--- config.mk ---
export PLATFORM = sky130hd
export DESIGN_NAME = reset_sequencer
export DESIGN_NICKNAME = d
export VERILOG_FILES = /design/src/rtl/reset_sequencer.sv
export SDC_FILE = /design/constraint.sdc
export NUM_CORES = 1
export LEC_CHECK = 0
export BUFFER_PORTS_ARGS = -buffer_cell sky130_fd_sc_hd__buf_2
export CAP_MARGIN = 0
export CELL_PAD_IN_SITES_DETAIL_PLACEMENT = 0
export CELL_PAD_IN_SITES_GLOBAL_PLACEMENT = 1
export CORE_ASPECT_RATIO = 0.75
export CORE_UTILIZATION = 43
export CTS_CLUSTER_DIAMETER = 80
export DETAILED_ROUTE_END_ITERATION = 7
export GPL_ROUTABILITY_DRIVEN = 0
export PLACE_DENSITY = 0.84
export SYNTH_ARGS = -nofsm -noshare
export SYNTH_HDL_FRONTEND = slang
export SYNTH_SLANG_ARGS = --single-unit
--- constraint.sdc ---
create_clock -name clk -period 1.56 [get_ports clk]
set_input_delay 0.312 -clock clk [delete_from_list [all_inputs] [get_ports clk]]
set_output_delay 0.312 -clock clk [all_outputs]
set_load 0.03 [all_outputs]
--- src/rtl/reset_sequencer.sv ---
// rtl/reset_sequencer.sv - staged reset release (peripheral, memory, core) with soft-reset re-sequencing
// Asynchronous assertion, synchronized release; every output comes straight from a flop.
module reset_sequencer #(
  parameter int SYNC_STAGES = 2,
  parameter int STRETCH     = 16,
  parameter int STAGE_GAP   = 4
) (
  input  logic       clk,
  input  logic       resetn,
  input  logic       soft_req,
  output logic       sys_resetn,
  output logic       mem_resetn,
  output logic       core_resetn,
  output logic       ready,
  output logic [1:0] cause,
  output logic [7:0] soft_count
);

  localparam int CMAX = (STRETCH > STAGE_GAP) ? STRETCH : STAGE_GAP;
  localparam int CW   = $clog2(CMAX + 1);
  localparam logic [CW-1:0] STRETCH_LAST = CW'(STRETCH - 1);
  localparam logic [CW-1:0] GAP_LAST     = CW'(STAGE_GAP - 1);

  typedef enum logic [2:0] {
    S_SYNC    = 3'd0,
    S_STRETCH = 3'd1,
    S_GAP1    = 3'd2,
    S_GAP2    = 3'd3,
    S_RUN     = 3'd4,
    S_SOFT    = 3'd5
  } state_t;

  state_t                 state_q, state_d;
  logic [CW-1:0]          cnt_q, cnt_d;
  logic [SYNC_STAGES-1:0] sync_q, sync_d;
  logic                   sys_q, sys_d;
  logic                   mem_q, mem_d;
  logic                   core_q, core_d;
  logic                   ready_q, ready_d;
  logic [1:0]             cause_q, cause_d;
  logic [7:0]             soft_count_q, soft_count_d;

  always_comb begin
    sync_d       = (sync_q << 1) | {{(SYNC_STAGES-1){1'b0}}, 1'b1};
    state_d      = state_q;
    cnt_d        = cnt_q + {{(CW-1){1'b0}}, 1'b1};
    sys_d        = sys_q;
    mem_d        = mem_q;
    core_d       = core_q;
    ready_d      = ready_q;
    cause_d      = cause_q;
    soft_count_d = soft_count_q;

    case (state_q)
      // Leave SYNC on the same edge the last synchronizer stage loads its 1.
      S_SYNC: begin
        cnt_d = '0;
        if (sync_d[SYNC_STAGES-1]) begin
          state_d = S_STRETCH;
        end
      end
      S_STRETCH: begin
        if (cnt_q == STRETCH_LAST) begin
          state_d = S_GAP1;
          cnt_d   = '0;
          sys_d   = 1'b1;
        end
      end
      S_GAP1: begin
        if (cnt_q == GAP_LAST) begin
          state_d = S_GAP2;
          cnt_d   = '0;
          mem_d   = 1'b1;
        end
      end
      S_GAP2: begin
        if (cnt_q == GAP_LAST) begin
          state_d = S_RUN;
          cnt_d   = '0;
          core_d  = 1'b1;
          ready_d = 1'b1;
        end
      end
      S_RUN: begin
        cnt_d = '0;
        if (soft_req) begin
          state_d = S_SOFT;
          mem_d   = 1'b0;
          core_d  = 1'b0;
          ready_d = 1'b0;
          cause_d = 2'b10;
          if (soft_count_q != 8'hFF) begin
            soft_count_d = soft_count_q + 8'd1;
          end
        end
      end
      // Peripherals stay up; GAP1 then only has the memory release left to do.
      S_SOFT: begin
        if (cnt_q == STRETCH_LAST) begin
          state_d = S_GAP1;
          cnt_d   = '0;
        end
      end
      default: begin
        state_d = S_SYNC;
        cnt_d   = '0;
      end
    endcase
  end

  always_ff @(posedge clk or negedge resetn) begin
    if (!resetn) begin
      sync_q       <= '0;
      state_q      <= S_SYNC;
      cnt_q        <= '0;
      sys_q        <= 1'b0;
      mem_q        <= 1'b0;
      core_q       <= 1'b0;
      ready_q      <= 1'b0;
      cause_q      <= 2'b01;
      soft_count_q <= 8'd0;
    end else begin
      sync_q       <= sync_d;
      state_q      <= state_d;
      cnt_q        <= cnt_d;
      sys_q        <= sys_d;
      mem_q        <= mem_d;
      core_q       <= core_d;
      ready_q      <= ready_d;
      cause_q      <= cause_d;
      soft_count_q <= soft_count_d;
    end
  end

  assign sys_resetn  = sys_q;
  assign mem_resetn  = mem_q;
  assign core_resetn = core_q;
  assign ready       = ready_q;
  assign cause       = cause_q;
  assign soft_count  = soft_count_q;

endmodule

==> metrics.yaml <==
die_y_microns: 44.9
crit_path_end_kind: "register"
start_util: 0.458
hold_viol: 0
die_area_sq_um: 2660
core_area_sq_um: 2310
grt_pass1_wl_microns: 3170
synth_warnings: 0
finalNonFillerCells: 152
cts_made_buffers: 3
antennaDiodeCount: 0
synth.avg_cell_area_sq_um: 11.4
drt_first_pass_iters: 4
worstPathRequired_ns: 1.77
power_frac_comb: 0.438
cts_tree: "built"
power_switching_share: 0.393
synthTopCellsByArea: "dfrtp_1, xor2_1, ha_1, nor2_1, dfstp_2"
start_kind: "register"
reg2reg_slack_ns: 0.08
worstSetupPathType: "register to register"
p_int_w: 0.00129
top_layer: "met4"
worstPathArrival_ns: 1.69
power.share.sequential: 0.417
drive_above_1_share: 0.364
antenna_left: 0
clkSinkCount: 22
clock_latency_ns: 0.31
drv_slew: 0
leakagePower_nw: 0.630
nNetsFinal: 126
syn_area_sq_um: 1060
drcViolationCount: 0
placed_area_sq_um: 1190
fp.dieW_microns: 59.3
finClkSkew_ns: 0.00142
synth_cell_types: 32
finalCritPeriodShare: 0.949
syn_nets: 100
finalInstanceArea_sq_um: 1290
min_path_type: "register to register"
hpwl_microns: 1380
grt_pass1_vias: 663
utilization: 0.558
fin_crit_ns: 1.48
wl_per_cell_microns: 12.3
synth_top_area_cell: "dfrtp_1"
syn_inst: 93
root_buffer: "clkbuf_4"
wl_met2_microns: 909
met3_wirelength_microns: 77
m1WireLength_microns: 870
fmax_mhz: 676
status: "finished clean"
drtIter0Drc: 14
pwr-share-clk: 0.145
num_rows: 15
grt_usage: 0.166
syn2layout_area_growth_pct: 21.8
ir_worst_vdd_uv: 696
rsz0062_at_grt: "false"
io_buffers: 16
final_common_cell: "dfrtp_1"
grt_overflow: 0
clockBufferDepth: 2
final_cell_mix: "dfrtp_1, buf_2, nor2_1"
yosysSeqAreaShare: 0.522
setup_violations: 0
vias_per_cell: 4.84
vias: 736
clk_pin_slew_ns: 0.11
finalPower_w: 0.00212
dp.cells: 144
h-tree-depth: 1
drt-total-wl_microns: 1880
ioPinCount: 17
p_sw_w: 0.000834
grt_start_max_net_pins: 23
antenna_found_initial: 0
synth.top_cell.area_share: 0.497
drv_cap: 0
synth-seq-cells: 22
crit_fanout: 8
fin_setup_tns_ns: 0
p_per_area_nw_per_um2: 1650
==> path summary, 6_finish.rpt <==
| check | from | end | cells after the start |
|---|---|---|---|
| hold / removal | sys_resetn | sys_resetn | 1 |
| max in group asynchronous | resetn | soft_count[1] | 2 |
| hold reg to reg | sys_resetn | sys_resetn | 1 |
| setup reg to reg | soft_count[0] | soft_count[1] | 4 |
| min in group asynchronous | resetn | cause[1] | 2 |
| setup / recovery | soft_count[0] | soft_count[1] | 4 |
==> stage by stage <==
step | setup slack, ns | hold slack, ns
after floorplan | 0.000664 | 0.0164
after global placement | 0.0375 | 0.300
after detailed placement | 0.0170 | 0.311
after CTS | 0.00121 | 0.467
after global routing | 0.00339 | 0.489
final | 0.0800 | 0.460
==> critical path, cell delays in order, from the launching register on <==
cell and delay (ns):
dfrtp_2 0.40, ha_2 0.21, nand3_4 0.10, o21ai_4 0.29, mux2_2 0.37
==> kinds of logic (layout without fill, tap and decap cells) <==
logic type	Yosys count	in the layout	share of synthesized area
and+or+nand+nor	35	35	0.208
DFF	22	22	0.522
AOI/OAI and AO/OA	10	10	0.0663
xor gates and xnor gates	10	10	0.0828
buffers and inverters	8	33	0.0391
adders and majority gates	4	4	0.0473
muxes	3	3	0.0308
other	1	1	0.00355
==> power groups by stage <==
| stage | sequential (W) | clock [W] | combinational [W] |
|---|---|---|---|
| after global placement | 0.000878 | 0 | 0.000830 |
| after floorplan | 0.00101 | 0 | 0.000498 |
| final | 0.000884 | 0.000308 | 0.000930 |
| after global routing | 0.000912 | 0.000350 | 0.00103 |
| after CTS | 0.000883 | 0.000326 | 0.000853 |
| after detailed placement | 0.000894 | 0 | 0.000847 |
==> repair_timing <==
| action | in CTS | in global routing |
|---|---|---|
| gates resized for setup | 0 | 7 |
| hold endpoints to repair | 21 | 0 |
| setup endpoints to repair | 0 | 9 |
| hold buffers | 1 | 0 |
| setup buffers | 0 | 3 |
==> per-layer routing <==
layer,vias to the layer above,GRT usage
met4,0,0.0429
met2,11,0.263
met3,5,0.0602
met5,-,0
li1,362,-
met1,358,0.218
==> layout make-up <==
class / count / area (sq um)
repair buffers: 24 / 143
inverters: 5 / 18.8
clock buffers: 4 / 36.3
multi-input cells: 63 / 493
flip-flops and latches: 22 / 554
well taps: 34 / 42.5
fillers: 220 / 1020
==> flip-flops by register name, summed over array words and instances, names as in the netlist <==
signal      flops
sys_resetn      1
cause           2
ready           1
sync_q          1
state_q         3
soft_count      8
mem_resetn      1
cnt_q           5
==> synthesized netlist by cell type <==
cell and instances:
and2b_1 1, xnor2_1 3, or2_2 1, o21ai_0 3, nor2_1 8, nand3b_1 2
nand4_1 1, dfstp_2 1, nand3_1 5, and4bb_4 1, buf_4 1, nor3b_1 1
a21oi_1 2, nor2b_1 3, mux2_2 2, o22ai_1 1, nor3_1 2, o211ai_1 1
buf_6 1, mux2i_1 1, inv_1 5, nand2_1 7, nor4_4 1, ha_1 4
nor4b_4 1, dfrtp_1 21, nand2b_1 1, a21o_1 2, clkbuf_1 1, xor2_1 7
conb_1 1, o21ai_4 1
Note: power is estimated with default switching activity, not from simulation.
